$ cat config.mk
export PLATFORM = sky130hd
export DESIGN_NAME = audio_demux_rx
export DESIGN_NICKNAME = d
export VERILOG_FILES = /design/src/rtl/audio_pkg.sv /design/src/rtl/iq_envelope.sv /design/src/rtl/audio_demux_rx.sv
export SDC_FILE = /design/constraint.sdc
export NUM_CORES = 1
export LEC_CHECK = 0
export ABC_AREA = 1
export BUFFER_PORTS_ARGS = -buffer_cell sky130_fd_sc_hd__buf_2
export CORE_UTILIZATION = 45
export DETAILED_ROUTE_END_ITERATION = 10
export HOLD_SLACK_MARGIN = 0.03
export PLACE_DENSITY_LB_ADDON = 0.05
export SLEW_MARGIN = 20
export SYNTH_ARGS = -nofsm -noshare
export SYNTH_HDL_FRONTEND = slang
export SYNTH_HIERARCHICAL = 1
export SYNTH_SLANG_ARGS = --single-unit
$ cat constraint.sdc
create_clock -name clk_in -period 7.9 [get_ports clk_in]
set_input_delay 2.37 -clock clk_in [delete_from_list [all_inputs] [get_ports clk_in]]
set_output_delay 2.37 -clock clk_in [all_outputs]
set_load 0.05 [all_outputs]
$ cat src/rtl/audio_pkg.sv
// audio_pkg: shared widths, FSM states and saturating helpers for the audio demux receiver.
package audio_pkg;
   localparam int SAMPLE_W = 12;
   localparam int PHASE_W = 32;

   typedef enum logic [1:0] {ACC, ENV, OUT} state_t;

   typedef struct packed {
      logic sat;
      logic signed [SAMPLE_W-1:0] val;
   } sat_t;

   function automatic sat_t sat12(input logic signed [31:0] v);
      sat_t r;
      r.sat = v > 32'sd2047 || v < -32'sd2048;
      r.val = v > 32'sd2047 ? 12'h7ff : v < -32'sd2048 ? 12'h800 : v[11:0];
      return r;
   endfunction

   // Negation whose only overflow case (-2048) clamps to +2047
   function automatic sat_t neg12(input logic signed [SAMPLE_W-1:0] x);
      sat_t r;
      r.sat = x == {1'b1, {(SAMPLE_W-1){1'b0}}};
      r.val = r.sat ? {1'b0, {(SAMPLE_W-1){1'b1}}} : -x;
      return r;
   endfunction
endpackage

$ cat src/rtl/iq_envelope.sv
// iq_envelope: window-mean scaling, |I|/|Q| and max+min/2 magnitude estimate, registered.
module iq_envelope
   import audio_pkg::*;
#(
   parameter int AVG_LOG2 = 6,
   parameter int ACC_W = SAMPLE_W + AVG_LOG2
) (
   input  logic                       clk_in,
   input  logic                       RST,
   input  logic                       en,
   input  logic signed [ACC_W-1:0]    a1,
   input  logic signed [ACC_W-1:0]    ai,
   input  logic signed [ACC_W-1:0]    aq,
   output logic signed [SAMPLE_W-1:0] ch1,
   output logic        [SAMPLE_W:0]   env
);
   logic [SAMPLE_W-1:0] i_m, q_m, mx, mn;

   // A window mean of -2048 negates to 2048, which still fits the unsigned magnitude
   assign i_m = ai[ACC_W-1] ? SAMPLE_W'(-(ai >>> AVG_LOG2)) : SAMPLE_W'(ai >>> AVG_LOG2);
   assign q_m = aq[ACC_W-1] ? SAMPLE_W'(-(aq >>> AVG_LOG2)) : SAMPLE_W'(aq >>> AVG_LOG2);
   assign mx = i_m > q_m ? i_m : q_m;
   assign mn = i_m > q_m ? q_m : i_m;

   always_ff @(posedge clk_in or negedge RST) begin
      if (!RST) begin
         ch1 <= '0;
         env <= '0;
      end else if (en) begin
         ch1 <= SAMPLE_W'(a1 >>> AVG_LOG2);
         env <= {1'b0, mx} + (SAMPLE_W+1)'(mn >> 1);
      end
   end
endmodule

$ cat src/rtl/audio_demux_rx.sv
// audio_demux_rx: recovers baseband CH1 and AM subcarrier CH2 from FM-demodulated composite samples
// via integrate-and-dump, square-wave I/Q mixing, envelope detection and IIR carrier removal.
module audio_demux_rx
   import audio_pkg::*;
#(
   parameter logic [PHASE_W-1:0] FRE_WORD = 32'd268435456,
   parameter int AVG_LOG2 = 6,
   parameter int DC_SHIFT = 8
) (
   input  logic                       clk_in,
   input  logic                       RST,
   input  logic signed [SAMPLE_W-1:0] demod_in,
   input  logic                       demod_valid,
   output logic signed [SAMPLE_W-1:0] Audio_CH1,
   output logic signed [SAMPLE_W-1:0] Audio_CH2,
   output logic                       ch_valid,
   output logic                       sat_flag
);
   localparam int ACC_W = SAMPLE_W + AVG_LOG2;
   localparam int DC_W = SAMPLE_W + 1 + DC_SHIFT;

   state_t state, state_nxt;
   logic [PHASE_W-1:0] phase;
   logic [AVG_LOG2-1:0] cnt;
   logic dump;
   logic signed [ACC_W-1:0] a1, ai, aq, a1_nxt, ai_nxt, aq_nxt, d1, di, dq;
   sat_t neg, mix_i, mix_q, ch2_s;
   logic signed [SAMPLE_W-1:0] ch1;
   logic [SAMPLE_W:0] env;
   logic [DC_W-1:0] dc;
   logic signed [DC_W:0] dc_diff, dc_step;
   logic signed [SAMPLE_W+1:0] ch2_d;

   assign neg = neg12(demod_in);
   assign mix_i = phase[PHASE_W-1] ? neg : sat_t'({1'b0, demod_in});
   assign mix_q = (phase[PHASE_W-1] ^ phase[PHASE_W-2]) ? neg : sat_t'({1'b0, demod_in});
   assign a1_nxt = (cnt == '0 ? '0 : a1) + ACC_W'(demod_in);
   assign ai_nxt = (cnt == '0 ? '0 : ai) + ACC_W'($signed(mix_i.val));
   assign aq_nxt = (cnt == '0 ? '0 : aq) + ACC_W'($signed(mix_q.val));

   always_ff @(posedge clk_in or negedge RST) begin
      if (!RST) begin
         phase <= '0;
         cnt <= '0;
         dump <= 1'b0;
         a1 <= '0;
         ai <= '0;
         aq <= '0;
         d1 <= '0;
         di <= '0;
         dq <= '0;
      end else begin
         dump <= demod_valid && cnt == '1;
         if (demod_valid) begin
            phase <= phase + FRE_WORD;
            cnt <= cnt + 1'b1;
            a1 <= a1_nxt;
            ai <= ai_nxt;
            aq <= aq_nxt;
            if (cnt == '1) begin
               d1 <= a1_nxt;
               di <= ai_nxt;
               dq <= aq_nxt;
            end
         end
      end
   end

   always_ff @(posedge clk_in or negedge RST) begin
      if (!RST) state <= ACC;
      else state <= state_nxt;
   end

   always_comb begin
      state_nxt = state == ACC ? (dump ? ENV : ACC) : state == ENV ? OUT : ACC;
   end

   iq_envelope #(.AVG_LOG2(AVG_LOG2), .ACC_W(ACC_W)) u_env (
      .clk_in(clk_in),
      .RST(RST),
      .en(state == ENV),
      .a1(d1),
      .ai(di),
      .aq(dq),
      .ch1(ch1),
      .env(env)
   );

   // dc carries DC_SHIFT fractional bits; CH2 subtracts its integer part before the update
   assign dc_diff = $signed({1'b0, env, {DC_SHIFT{1'b0}}}) - $signed({1'b0, dc});
   assign dc_step = dc_diff >>> DC_SHIFT;
   assign ch2_d = $signed({1'b0, env}) - $signed({1'b0, dc[DC_W-1:DC_SHIFT]});
   assign ch2_s = sat12(32'(ch2_d));

   always_ff @(posedge clk_in or negedge RST) begin
      if (!RST) begin
         Audio_CH1 <= '0;
         Audio_CH2 <= '0;
         ch_valid <= 1'b0;
         sat_flag <= 1'b0;
         dc <= '0;
      end else begin
         ch_valid <= state == OUT;
         sat_flag <= sat_flag | (demod_valid & (mix_i.sat | mix_q.sat)) | (state == OUT & ch2_s.sat);
         if (state == OUT) begin
            Audio_CH1 <= ch1;
            Audio_CH2 <= ch2_s.val;
            dc <= DC_W'($signed({1'b0, dc}) + dc_step);
         end
      end
   end

   // A window is at least 4 samples long, so a dump can never overlap ENV/OUT
   assert property (@(posedge clk_in) disable iff (!RST) dump |-> state == ACC);
endmodule

==> impl_results.md, run 1 <==
* Overflow after GRT at 0
* Largest net degree at the start of global routing at 80
* Worst EP required at 8.24 ns
* GR Util met3 at 0.0283
* Area Overhead vs Synth at 7.98%
* I/O pin total at 41
* Initial antenna violation count at 0
* Residual DRC count at 0
* Fillers at 3,150
* HP Class: register to register
* Critical path class: input port to register
* Post-CTS Setup Inserts at 0
* Count of buffers from port buffering at 40
* Post-Syn Nets at 2,248
* Skew-Pair Late Insertion Delay at 0.46 ns
* Final Max Slew Viols at 0
* 1st-pass router iterations at 7
* Worst Setup Start Kind: input port
* Post-layout instance area at 0.0154 mm²
* Worst-path cell chain: buf_2 -> inv_1 -> ha_1 -> nand3_1 -> nor2_1 -> nand2_1 -> nand4_1 -> nand2_1 -> ha_1 -> a21oi_1 -> o21ai_0 -> nor2_1 -> nand2_1 -> or2_2 -> nand3_1 -> nand2_1
* DIE AREA at 0.0324 mm²
* Final ANT Viol Nets at 0
* Routed length per instance at 14.7 µm
* Core box area at 0.0309 mm²
* Post-synthesis cell area at 0.0143 mm²
* Syn Inst Count at 2,111
* CP max stage delay at 0.44 ns
* Final Hold Fails at 0
* First-pass GRT wire length at 61,600 µm
* Minimum clock period at 5.17 ns
* Final period util at 0.654
* Diodes inserted at 0
* Synth warn at 6
* H-tree depth at 4
* Clk_skew at 0.0167 ns
* CTS Buf Count at 17
* GP Congestion at 0.920
* Final HPWL DP at 28,400 µm
* Hold_buf cts at 0
* Busiest metal layer after global routing: met2
* Worst-case clock buffer depth at 2
* Syn Area/Cell at 6.76 µm²
* DR vias at 13,015
* Nets at 2,259
* Vias per cell at 5.14
* Met2 usage at 0.412
* Rows at 64
* CTS sink count at 175
* CTS tree: yes
* Initial core utilization at 0.462
* Highest clock rate at 193 MHz
* Setup TNS Final at 0 ns
* Outcome: finished, final reports clean
* Die X-Extent at 180 µm
* Die Y at 180 µm
* Final WL at 37,200 µm
* Unrepaired setup endpoints after global routing: false
* CP arrival at 5.51 ns
* Area after DPL at 0.0148 mm²
* Worst setup EP type: register
* Clock Root Buffer: clkbuf_16
* Worst Tran Pin Value at 0.988 ns
* CP dominant cell by count: nand2_1
* CP max stage cell: ha_1
* Layout cell share with drive strength beyond 1 at 0.0759
* DRT iter0 DRCs at 754
* Reg clk slew, reported paths at 0.09 ns
* CP max FO at 14
* Tot GR Track Use at 0.236
* Vias in the first global route at 12,502
* Max-slew headroom at 0.341
* CTS resizes at 0
* Grt met1 use at 0.304
* Max_cap viols at 0
* Final Setup Violations at 0
-- area by class of cell --
cell class	count	area (µm²)	area share
flip-flops and latches	175	4380	0.284
inverters	263	987	0.0640
repair buffers	50	284	0.0184
clock inverters	15	214	0.0139
clock buffers	17	425	0.0276
multi-input cells	1615	8630	0.560
well taps	396	495	0.0321
-- cells in the final DEF (no fill, tap or decap), types with 23 or more instances in the layout --
master   instances
a21oi_1         88
buf_2           39
dfrtp_1        175
ha_1           116
inv_1          245
nand2_1        744
nand3_1        147
nand4_1         28
nor2_1         125
o21ai_0        115
o21ai_1         28
xnor2_1         23
xor2_1          59
-- path summary, 6_finish.rpt --
check,from,to,slack [ns],cells after the start
max in group asynchronous,RST,di[17],4.81,2
max reg2reg,dq[6],u_env/env[9],3.82,30
min reg2reg,state[1],state[0],0.47,1
min in group asynchronous,RST,Audio_CH1[11],1.89,1
min,state[1],state[0],0.47,1
max,demod_in[1],dq[13],2.73,16
-- worst max-delay path, delay by kind of cell --
| kind | cells | cell delay (ns) |
|---|---|---|
| AO/OA/AOI/OAI | 2 | 0.37 |
| adder cells (fa/ha/maj) | 2 | 0.70 |
| buffers and inverters | 2 | 0.26 |
| AND/OR/NAND/NOR | 10 | 1.79 |
-- metal layers --
layer	vias to the layer above	routed length [µm]
li1	6776	-
met1	5986	17500
met2	211	17900
met3	42	1090
met4	0	726
met5	-	0
-- state kept, by name, summed over array words and instances (netlist names) --
signal / cells
dq: 12
state: 2
Audio_CH2: 12
dc: 21
dump: 1
d1: 12
cnt: 6
u_env/env: 13
phase: 4
Audio_CH1: 12
ai: 18
a1: 18
sat_flag: 1
u_env/ch1: 12
di: 12
aq: 18
ch_valid: 1
-- metrics by stage --
step                      setup slack, ns  utilization  instances  hold WS [ns]
after floorplan                      2.85            -       2111         0.422
after global placement               2.32        0.478       2499         0.434
after detailed placement             2.31        0.478       2499         0.445
after CTS                            2.80        0.499       2531         0.461
after global routing                 2.38        0.499       2531         0.484
final                                2.73        0.499       2531         0.466
Power of run 1 is left out: the tool's default activity adds up to more than one toggle a clock period on the data nets, which glitch-free logic cannot reach.
==> run 2, diff against run 1 <==
==> constraint.sdc (replaced) <==
create_clock -name clk_in -period 4.38 [get_ports clk_in]
set_input_delay 1.314 -clock clk_in [delete_from_list [all_inputs] [get_ports clk_in]]
set_output_delay 1.314 -clock clk_in [all_outputs]
set_load 0.05 [all_outputs]
==> impl_results.md, run 2 (synthesis gave the netlist of run 1 again) <==
* Outcome: finished, final reports clean
* FF-to-FF path depth at 26
* Fillers at 3,205
* Die Y at 180 µm
* Setup TNS Final at 0 ns
* Commonest non-fill, non-tap cell in the layout: nand2_1
* CTS tree: yes
* Core box area at 0.0309 mm²
* Critical path class: register to register
* Die X-Extent at 180 µm
* HP Class: register to register
* Residual DRC count at 0
* Unrepaired setup endpoints after global routing: false
* Minimum clock period at 3.91 ns
* H-tree depth at 4
* Highest clock rate at 256 MHz
* CP arrival at 4.26 ns
* Largest register FFs at 21
* Worst-case clock buffer depth at 2
* Nets at 2,273
* Worst Setup Start Kind: register
* Skew-Pair Late Insertion Delay at 0.46 ns
* First-pass GRT wire length at 63,600 µm
* GP Congestion at 0.959
* Max-slew headroom at 0.332
* Worst setup EP type: register
* DRT iter0 DRCs at 747
* DR vias at 13,182
* Setup ws final at 0.474 ns
* Largest net degree at the start of global routing at 69
* Rows at 64
* Final Setup Violations at 0
* Count of buffers from port buffering at 40
* Final ANT Viol Nets at 0
* Footprint of the multi-input gates at 0.00865 mm²
* Area Overhead vs Synth at 9.06%
* Worst EP required at 4.74 ns
* I/O pin total at 41
* Vias per cell at 5.18
* Top reg by flops: dc
* Overflow after GRT at 0
* 1st-pass router iterations at 5
* Final period util at 0.892
* Final HPWL DP at 29,300 µm
* Initial antenna violation count at 0
* Max_cap viols at 0
* CP max FO at 20
* DIE AREA at 0.0324 mm²
* CTS Buf Count at 17
* Final WL at 37,800 µm
* Final Hold Fails at 0
* Vias in the first global route at 12,852
* Reg clk slew, reported paths at 0.09 ns
* Seq. cell area at 0.00438 mm²
* Clk_skew at 0.0139 ns
* Critical path origin: dq[6]
* Worst Tran Pin Value at 1.00 ns
* Commonest cells after routing, fill and taps aside: 744 x nand2_1, 245 x inv_1, 175 x dfrtp_1, 147 x nand3_1, 124 x nor2_1
* CP endpoint: u_env/env[9]
* Diodes inserted at 0
* Final Max Slew Viols at 0
* Layout cell share with drive strength beyond 1 at 0.0833
* Reg2reg end: u_env/env[9]
* Place WS at 0.187 ns
* Tot GR Track Use at 0.242
* R2R Setup Slk at 0.47 ns
* CTS sink count at 175
* Clock Root Buffer: clkbuf_16
* RR Startpoint: dq[6]
* Routed length per instance at 14.8 µm
* Initial core utilization at 0.462
run 2: cell count changes in the layout (fill, tap and decap cells not counted), sizes merged:
cell    change
buf        +14
inv         -1
clkinv      +1
run 2: area by class of cell:
| class | count | area share |
|---|---|---|
| clock buffers | 17 | 0.0273 |
| clock inverters | 15 | 0.0139 |
| multi-input cells | 1615 | 0.556 |
| repair buffers | 64 | 0.0266 |
| well taps | 396 | 0.0318 |
| inverters | 263 | 0.0636 |
| flip-flops and latches | 175 | 0.281 |
run 2: metal layers:
layer  GRT usage  part of all wire  routed length (µm)
met3      0.0267             0.027                1030
met5           0                 0                   0
met2       0.421              0.48               18000
met1       0.312              0.47               17900
met4      0.0831             0.022                 841
run 2: worst max-delay path: stages, from the launching register on:
cell,delay (ns)
dfrtp_1,0.37
inv_1,0.07
ha_1,0.21
nand3_1,0.12
nor2_2,0.05
nand2_1,0.06
nand2_1,0.07
xnor2_1,0.32
inv_1,0.09
ha_1,0.31
nand4_1,0.15
nor3_2,0.17
nand2_1,0.18
nand2_8,0.14
inv_4,0.10
nand2_1,0.06
o21ai_1,0.06
ha_1,0.38
a21oi_2,0.14
nand2_1,0.09
nand2_1,0.10
nand3_2,0.10
nand2_1,0.08
nand2_1,0.05
or2_1,0.20
nand3_1,0.08
nand2_1,0.05
run 2: worst min-delay path by stage:
stage / from / to / cells after the start
after floorplan: state[1] / state[0] / 1
after global placement: state[1] / state[0] / 1
after detailed placement: state[1] / state[0] / 1
after CTS: state[1] / state[0] / 1
after global routing: state[1] / state[0] / 1
final: state[1] / state[0] / 1
run 2: repair_timing:
action / CTS / global route
gates resized for setup: 0 / 6
setup buffers: 0 / 4
setup endpoints to repair: 0 / 7
hold buffers: 0 / 0
run 2: metrics by stage:
stage / hold WS [ns] / util / cell area (µm²) / cells
6_report: 0.438 / 0.504 / 15600 / 2545
3_5_place_dp: 0.440 / 0.481 / 14900 / 2509
3_3_place_gp: 0.431 / 0.481 / 14900 / 2509
4_1_cts: 0.436 / 0.502 / 15500 / 2541
5_1_grt: 0.467 / 0.504 / 15600 / 2545
2_1_floorplan: 0.422 / - / 14300 / 2111
Power of run 2 is left out for the same reason.
==> run 3, diff against run 2 <==
--- a/config.mk
+++ b/config.mk
@@ -9,6 +9,7 @@
 export BUFFER_PORTS_ARGS = -buffer_cell sky130_fd_sc_hd__buf_2
 export CORE_UTILIZATION = 45
 export DETAILED_ROUTE_END_ITERATION = 10
+export GPL_TIMING_DRIVEN = 0
 export HOLD_SLACK_MARGIN = 0.03
 export PLACE_DENSITY_LB_ADDON = 0.05
 export SLEW_MARGIN = 20
==> impl_results.md, run 3 (synthesis gave the netlist of run 1 again) <==
* Initial antenna violation count at 0
* Layout cell share with drive strength beyond 1 at 0.0801
* Core box area at 0.0309 mm²
* GP Congestion at 0.936
* Skew-Pair Late Insertion Delay at 0.46 ns
* Final HPWL DP at 32,200 µm
* Largest net degree at the start of global routing at 74
* Die Y at 180 µm
* Outcome: finished, final reports clean
* Final Max Slew Viols at 0
* Diodes inserted at 0
* Final Hold Fails at 0
* I/O pin total at 41
* R2R Setup Slk at 0.47 ns
* Area Overhead vs Synth at 10.1%
* CTS Buf Count at 17
* Max_cap viols at 0
* Vias in the first global route at 12,788
* Reg2reg end: u_env/env[5]
* Min Hold Slack at 0.458 ns
* Nets at 2,310
* First-pass GRT wire length at 65,900 µm
* CP max FO at 10
* Residual DRC count at 0
* Clk_skew at 0.0198 ns
* Highest clock rate at 243 MHz
* HP Class: register to register
* RR Startpoint: dq[6]
* Top reg by flops: dc
* Overflow after GRT at 0
* Worst-case clock buffer depth at 2
* Tot GR Track Use at 0.255
* CTS sink count at 175
* Final period util at 0.940
* Reg clk slew, reported paths at 0.09 ns
* Vias per cell at 5.11
* Commonest cells after routing, fill and taps aside: 744 x nand2_1, 245 x inv_1, 175 x dfrtp_1, 147 x nand3_1, 124 x nor2_1
* Rows at 64
* H-tree depth at 4
* Worst Tran Pin Value at 0.845 ns
* FF-to-FF path depth at 28
* Worst EP required at 4.71 ns
* Critical path class: input port to register
* Minimum clock period at 4.12 ns
* CP endpoint: di[16]
* Routed length per instance at 15.6 µm
* Fillers at 3,195
* DIE AREA at 0.0324 mm²
* Final Setup Violations at 0
* Count of buffers from port buffering at 39
* Commonest non-fill, non-tap cell in the layout: nand2_1
* Worst setup EP type: register
* CTS tree: yes
* Initial core utilization at 0.462
* Max-slew headroom at 0.437
* Worst Setup Start Kind: input port
* Final ANT Viol Nets at 0
* DR vias at 13,186
* Final WL at 40,200 µm
* CP arrival at 4.45 ns
* Clock Root Buffer: clkbuf_16
* Largest register FFs at 21
* 1st-pass router iterations at 5
* Critical path origin: demod_in[1]
* Die X-Extent at 180 µm
* DRT iter0 DRCs at 719
-- run 3: worst max-delay path, stage by stage --
cell and delay [ns]:
buf_2 0.12, inv_1 0.14, ha_1 0.26, nand3_1 0.13, nor2_1 0.19, nand2_1 0.16
clkbuf_2 0.23, nand3_1 0.16, nand2_1 0.06, o21ai_0 0.17, ha_1 0.38, a21oi_1 0.29
o21ai_0 0.19, a211oi_1 0.32, nand3_1 0.15, nand3_1 0.13, nand2_1 0.06
-- run 3: timing repair --
| item | 4_1_cts | 5_1_grt |
|---|---|---|
| resized for setup | 0 | 13 |
| buffers inserted | 0 | 2 |
| setup endpoints to repair | 0 | 37 |
| hold buffers | 0 | 0 |
-- run 3: layer usage --
layer  GRT usage  part of all wire  vias to the layer above
li1            -                 -                     6885
met1       0.322              0.46                     6089
met2       0.463              0.50                      183
met3      0.0311             0.026                       29
met4      0.0581             0.014                        0
met5           0                 0                        -
-- run 3: through the flow --
| stage | TNS [ns] | cells | instance area (µm²) | util | worst slack [ns] |
|---|---|---|---|---|---|
| floorplan | 0 | 2111 | 14300 | - | 0.389 |
| global placement | -183.12 | 2546 | 15000 | 0.484 | -1.03 |
| detailed placement | -8.10 | 2548 | 15000 | 0.486 | -0.341 |
| CTS | 0 | 2580 | 15700 | 0.507 | 0.126 |
| global route | -0.000656 | 2582 | 15700 | 0.508 | -0.000656 |
| finish | 0 | 2582 | 15700 | 0.508 | 0.263 |
-- run 3: area by class of cell --
cell class                 count  area (µm²)  share of cell area
sequential                   175        4380               0.279
timing repair buffer          43         275              0.0175
buffer                        58         285              0.0182
clock buffer                  17         425              0.0271
multi-input combinational   1615        8650               0.551
inverter                     263         987              0.0628
tap                          396         495              0.0315
clock inverter                15         216              0.0138
-- run 3: worst min path at each step --
stage                        start        to  slack, ns  depth (start not counted)
after global routing      state[1]  state[0]       0.48                          1
after detailed placement  state[1]  state[0]       0.45                          1
after floorplan           state[1]  state[0]       0.42                          1
after global placement    state[1]  state[0]       0.43                          1
after CTS                 state[1]  state[0]       0.45                          1
final                     state[1]  state[0]       0.46                          1
Power of run 3 is left out for the same reason.
